## src/rtl/ref_delay_line.sv

```systemverilog
// ref_delay_line: valid-qualified shift register of {ref_I, ref_Q} pairs; tap 0 bypasses to the live input
module ref_delay_line #(
    parameter int MAX_DLY = 32,
    parameter int DLY_W   = 5
) (
    input  logic             clk,
    input  logic             rst,
    input  logic             shift_en,
    input  logic [1:0]       din,
    input  logic [DLY_W-1:0] sel,
    output logic [1:0]       dout
);
    logic [1:0] sr_q [1:MAX_DLY-1];
    logic [1:0] sr_d [1:MAX_DLY-1];
    logic [1:0] taps [0:MAX_DLY-1];

    always_comb begin
        sr_d[1] = shift_en ? din : sr_q[1];
        for (int k = 2; k < MAX_DLY; k++) sr_d[k] = shift_en ? sr_q[k-1] : sr_q[k];
        taps[0] = din;
        for (int k = 1; k < MAX_DLY; k++) taps[k] = sr_q[k];
    end

    assign dout = taps[sel];

    always_ff @(posedge clk or posedge rst) begin
        if (rst) begin
            for (int k = 1; k < MAX_DLY; k++) sr_q[k] <= '0;
        end else begin
            sr_q <= sr_d;
        end
    end
endmodule

```

## config.mk

```make
export PLATFORM = sky130hd
export DESIGN_NAME = ref_delay_line
export DESIGN_NICKNAME = d
export VERILOG_FILES = /design/src/rtl/ref_delay_line.sv
export SDC_FILE = /design/constraint.sdc
export NUM_CORES = 1
export LEC_CHECK = 0
export BUFFER_PORTS_ARGS = -buffer_cell sky130_fd_sc_hd__buf_2
export CAP_MARGIN = 10
export CORE_AREA = 2 2 80 82
export CTS_CLUSTER_DIAMETER = 150
export CTS_CLUSTER_SIZE = 12
export DETAILED_ROUTE_END_ITERATION = 7
export DIE_AREA = 0 0 82 84
export HOLD_SLACK_MARGIN = 0.1
export PLACE_DENSITY = 0.63
export SLEW_MARGIN = 30
export SYNTH_ARGS = -nofsm -noshare
export SYNTH_HDL_FRONTEND = slang
export SYNTH_SLANG_ARGS = --single-unit
```

## constraint.sdc

```tcl
create_clock -name clk -period 2.55 [get_ports clk]
set_input_delay 0.51 -clock clk [delete_from_list [all_inputs] [get_ports clk]]
set_output_delay 0.51 -clock clk [all_outputs]
set_load 0.01 [all_outputs]
```

==> results_dict.tcl, run 1 <==
set metrics [dict create \
    post_cts_resized 0 \
    hpwl_um 3490 \
    htree_num_levels 3 \
    wl_um 5160 \
    finalCriticalPeriod_ns 2.37 \
    dp.cells 285 \
    crit_path_end_kind "primary output" \
    reg2reg_from "sr_q[42]" \
    multi_input_area_um2 1240 \
    drc 0 \
    grt_pass1_wl_um 8890 \
    vias 1699 \
    fp.dieW_um 82 \
    finalSetupViolations 0 \
    path_max_fanout 18 \
    postSynthRegisterBits 62 \
    grt_remaining_overflow 0 \
    core_um2 6100 \
    synth.distinct_cells 19 \
    fin_nets 229 \
    numClockSinks 62 \
    io_pins 12 \
    start_kind "input port" \
    drt_iter0_drc 94 \
    n_fill_cell 515 \
    cts_tree "done" \
    grt_usage_pct 17.2 \
    start_util_pct 47.6 \
    n_antenna_cell 0 \
    place.gp.congestion 0.867 \
    p_leak_nw 1.51 \
    crit_arrival_ns 1.86 \
    post_cts_buffers 0 \
    slew_viol_final 0 \
    r2r_slack_ns 1.71 \
    p_per_area_nw_per_um2 993 \
    hold_buffers 0 \
    fin_cells 301 \
    clockBufferDepth 2 \
    rows 29 \
    fin_crit_sh_pct 92.9 \
    hold_viol_final 0 \
    wl_per_cell_um 17.1 \
    cts_buffers 9 \
    tightest_slew_ns 0.700 \
    fin_worst_hold_slack_ns 0.286 \
    synthCells 204 \
    die_area_um2 6890 \
    outcome "complete, no violations" \
    numPortBuffers 11 \
    maxCapViolations 0 \
    ys_warn_count 0 \
    synth.cell_area_um2 2900 \
    fmax_mhz 422 \
    drive_gt1_share_pct 30.4 \
    ctsRootBufferMaster "clkbuf_8" \
    yosysTopAreaCellShare_pct 53.4 \
    hold_class "input port to async pin" \
    via_per_inst 5.64 \
    worstSetupPathType "input port to primary output" \
    rsz0062_at_grt "no" \
    grt_max_degree 63 \
    synth_nets 214 \
    largestRegisters "sr_q (62)" \
    irDropWorstVdd_uv 486 \
    regArea_um2 1550 \
    timing.rr.end "sr_q[40]" \
    clk_latency_ns 0.33 \
    yosysTopAreaCell "dfrtp_1" \
    largest_reg_flops 62 \
    r2r_cells 1 \
    clk_pin_slew_ns 0.07 \
    finalClockSkew_ns 0.00977 \
    die_y_um 84 \
    antenna_found_initial 0 \
    regMostFlops "sr_q" \
    drt-pass1-iter-count 4 \
    grt_pass1_vias 1782 \
    ant_nets 0 \
    syn_avg_cell_area_um2 14.2 \
    cp_data_required_time_ns 2.04 \
    syn2layout_area_growth_pct 12.1 \
    tns_ns 0 \
    relSlewSlack_pct 53.3 \
    synthTopCellsByArea "dfrtp_1 53%, mux2_2 13%, mux2_1 11%" \
    yosysSeqAreaShare_pct 53.4 \
]
[critical path, stage by stage]
cell and delay [ns]:
buf_2 0.14, buf_12 0.19, mux2i_1 0.27, a22oi_1 0.10
and4b_1 0.21, a31oi_1 0.15, o311ai_1 0.13, buf_2 0.16
[metal layers]
metal  up-vias  share of wire, %  wire (µm)  track usage (%)
met1       880                47       2430             23.7
met5         -                 0          0                0
li1        793                 -          -                -
met4         0               1.9         97             8.03
met2        19                49       2510             25.0
met3         7               2.5        128             4.65
[how the worst max path moves through the flow]
| stage | depth (start not counted) | end | start |
|---|---|---|---|
| floorplan | 1 | sr_q[0] | rst |
| global placement | 8 | dout[1] | sel[1] |
| detailed placement | 8 | dout[0] | sel[1] |
| CTS | 8 | dout[0] | sel[1] |
| global route | 8 | dout[1] | sel[1] |
| finish | 8 | dout[0] | sel[1] |
[synth_stat cells]
cell	instances
a22oi_1	14
inv_1	1
and4b_1	2
nor2_2	1
buf_2	9
buf_12	1
nor2b_1	2
mux2_2	33
a21oi_1	2
o311ai_1	2
mux2_1	29
nand4b_1	2
dfrtp_1	62
mux2i_1	32
clkbuf_1	1
a31oi_1	2
and2_1	1
buf_6	3
nand2_1	5
[cell type report]
class	instances	area share, %
Tap cell	77	2.96
Multi-Input combinational cell	127	38.3
Sequential cell	62	47.7
Timing Repair Buffer	18	4.84
Clock buffer	12	4.77
Inverter	1	0.115
Clock inverter	4	1.38
[power breakdown]
group	total (mW)	internal (mW)	switching [mW]
Clock	0.861	0.500	0.362
Sequential	1.67	1.38	0.294
Combinational	0.696	0.416	0.280
Total	3.23	2.30	0.936
[stage by stage]
stage	utilization [%]	setup WS [ns]	power (mW)	instance area (µm²)
after floorplan	-	0.499	2.15	2900
after global placement	50.1	0.258	2.32	3050
after detailed placement	50.1	0.195	2.39	3050
after CTS	53.4	0.193	3.27	3250
after global routing	53.4	0.135	3.44	3250
final	53.4	0.180	3.23	3250
[kinds of logic (layout without fill, tap and decap cells)]
| logic type | count (synthesis) | in the layout | synth area share [%] |
|---|---|---|---|
| multiplexers | 94 | 94 | 35.1 |
| flip-flops | 62 | 62 | 53.4 |
| buffers and inverters | 15 | 35 | 3.66 |
| AO/OA/AOI/OAI | 20 | 20 | 5.00 |
| AND/OR/NAND/NOR | 13 | 13 | 2.80 |
[cells in the final DEF (no fill, tap or decap), types with 4 or more instances in the layout]
cell type and n:
mux2_2 33, buf_2 11, a22oi_1 14, buf_12 4
mux2_1 29, dfrtp_1 62, clkbuf_8 11, mux2i_1 32
nand2_1 5
No activity file was read; power rests on OpenSTA's default activity.
==> inputs of run 2 (changes only) <==
- PLACE_DENSITY: 0.63 -> 0.65
- clock period: 2.55 -> 1.95 ns (I/O delays scaled with it)
==> run 2 against run 1 <==
The flow now finishes with violations (negative setup slack); combinational power is 55% higher; design area increased by 6.0%; cell count is 5.6% higher; register-to-register slack lost 0.79 ns; total power is 39% higher; sequential cell count unchanged; global-route usage is 0.74 points higher.
==> results_dict.tcl, run 2 (synthesis results as in run 1) <==
set metrics [dict create \
    outcome "finished, violations left" \
    failed_checks "negative setup slack" \
    grt_pass1_wl_um 9130 \
    vias 1742 \
    reg2reg_from "sr_q[43]" \
    grt_max_degree 63 \
    wl_per_cell_um 16.7 \
    tns_ns -0.0383 \
    wl_um 5300 \
    hold_viol_final 0 \
    crit_start "sr_q[32]" \
    p_clk_share_pct 27.6 \
    worst_slack_ns -0.0383 \
    cts_buffers 9 \
    largest_reg_flops 62 \
    finalSetupViolations 2 \
    relSlewSlack_pct 57.6 \
    grt_usage_pct 17.9 \
    htree_num_levels 3 \
    cp_data_required_time_ns 1.56 \
    crit_chain "mux2i_1 -> a22oi_1 -> and4b_1 -> a31oi_1 -> o311ai_1 -> buf_2" \
    die_y_um 84 \
    fmax_mhz 503 \
    drive_gt1_share_pct 36.9 \
    regMostFlops "sr_q" \
    fin_crit_sh_pct 102 \
    start_util_pct 47.6 \
    die_area_um2 6890 \
    p_leak_nw 1.63 \
    core_um2 6100 \
    fin_nets 247 \
    irDropWorstVdd_uv 632 \
    final_cell_mix "62 x dfrtp_1, 33 x mux2_2, 32 x mux2i_1" \
    hpwl_um 3480 \
    p_per_area_nw_per_um2 1300 \
    grt_pass1_vias 1964 \
    via_per_inst 5.48 \
    rsz0062_at_grt "yes" \
    cp_slowest_cell "dfrtp_1" \
    drt-pass1-iter-count 4 \
    antenna_found_initial 0 \
    fp.dieW_um 82 \
    n_antenna_cell 0 \
    place.gp.congestion 0.800 \
    cts_tree "done" \
    crit_arrival_ns 1.60 \
    crit_path_end_kind "primary output" \
    intPower_mw 3.25 \
    start_kind "flip-flop" \
    total_power_mw 4.48 \
    rows 29 \
    hold_class "input port to async pin" \
    syn2layout_area_growth_pct 18.8 \
    seqPwrFrac_pct 48.4 \
    hold_buffers 0 \
    drc 0 \
    worstSetupPathType "flip-flop to primary output" \
    switching_share_pct 27.5 \
    p_sw_mw 1.23 \
    finalCriticalPeriod_ns 1.99 \
    clk_latency_ns 0.33 \
    clk_pin_slew_ns 0.07 \
    tightest_slew_ns 0.635 \
    numPortBuffers 11 \
    slew_viol_final 0 \
    layout_commonest_cell "dfrtp_1" \
    r2r_cells 3 \
    p_comb_share_pct 24.0 \
    ctsRootBufferMaster "clkbuf_8" \
    numClockSinks 62 \
    drt_iter0_drc 65 \
    io_pins 12 \
    path_max_fanout 2 \
    maxCapViolations 0 \
    largestRegisters "sr_q (62)" \
    grt_remaining_overflow 0 \
    finalClockSkew_ns 0.00457 \
    clockBufferDepth 2 \
    ant_nets 0 \
    critical-path-max-stage-delay_ns 0.38 \
]
run 2: cell types whose count changed in the layout (fill, tap and decap cells not counted):
cell	previous run	this run
buf_16	0	1
and2_2	0	1
nor2b_2	0	1
nor2b_1	2	0
clkbuf_1	1	0
nor2b_4	0	1
bufinv_16	1	2
buf_4	3	20
buf_2	11	10
buf_6	0	1
clkinv_2	3	2
and2_1	1	0
run 2: routing by layer:
layer / share of wire (%) / vias up / GRT usage [%]
li1: - / 824 / -
met1: 45 / 887 / 22.1
met2: 51 / 19 / 27.9
met3: 2.3 / 12 / 3.90
met4: 2.2 / 0 / 11.4
met5: 0 / - / 0
run 2: worst paths after layout:
kind | end | slack (ns)
worst max-delay path | dout[0] | -0.04
max in group asynchronous | sr_q[17] | 1.23
worst min register to register | sr_q[1] | 0.50
min in group clk | sr_q[61] | 0.31
worst max register to register | sr_q[41] | 0.92
worst min-delay path | sr_q[2] | 0.14
run 2: power groups by stage:
| stage | registers [mW] | logic, mW | clock network [mW] |
|---|---|---|---|
| global route | 2.24 | 1.19 | 1.35 |
| detailed placement | 2.21 | 0.920 | 0 |
| finish | 2.17 | 1.08 | 1.24 |
| floorplan | 2.07 | 0.746 | 0 |
| CTS | 2.16 | 1.05 | 1.27 |
| global placement | 2.16 | 0.876 | 0 |
run 2: cell type report:
type / instances / area (µm²)
clock buffer: 11 / 151
clock inverter: 4 / 70.1
fill: 525 / 2650
inverter: 1 / 3.75
multi-input combinational: 127 / 1260
sequential: 62 / 1550
tap: 77 / 96.3
timing repair buffer: 36 / 319
run 2: what timing repair did:
item	in CTS	in global routing
resized for setup	4	3
cloned	1	0
endpoints found under the setup margin	2	2
setup buffers	7	2
pin swaps	1	2
hold endpoints to repair	0	0
run 2: through the flow:
step                      hold WS (ns)  instance area, µm²  utilization (%)  setup slack, ns  cells
after floorplan                  0.458                2900                -           0.0186    204
after CTS                        0.144                3420             56.2          -0.0571    316
after global placement           0.471                3110             51.1           -0.112    293
final                            0.139                3450             56.6          -0.0383    318
after global routing             0.176                3450             56.6           -0.141    318
after detailed placement         0.488                3110             51.1           -0.206    293
run 2: critical path, delay by kind of cell (launching register included):
| family | cells | cell delay (ns) |
|---|---|---|
| mux | 1 | 0.15 |
| simple gates | 1 | 0.21 |
| buf+inv | 1 | 0.16 |
| flops | 1 | 0.38 |
| compound gates | 3 | 0.38 |
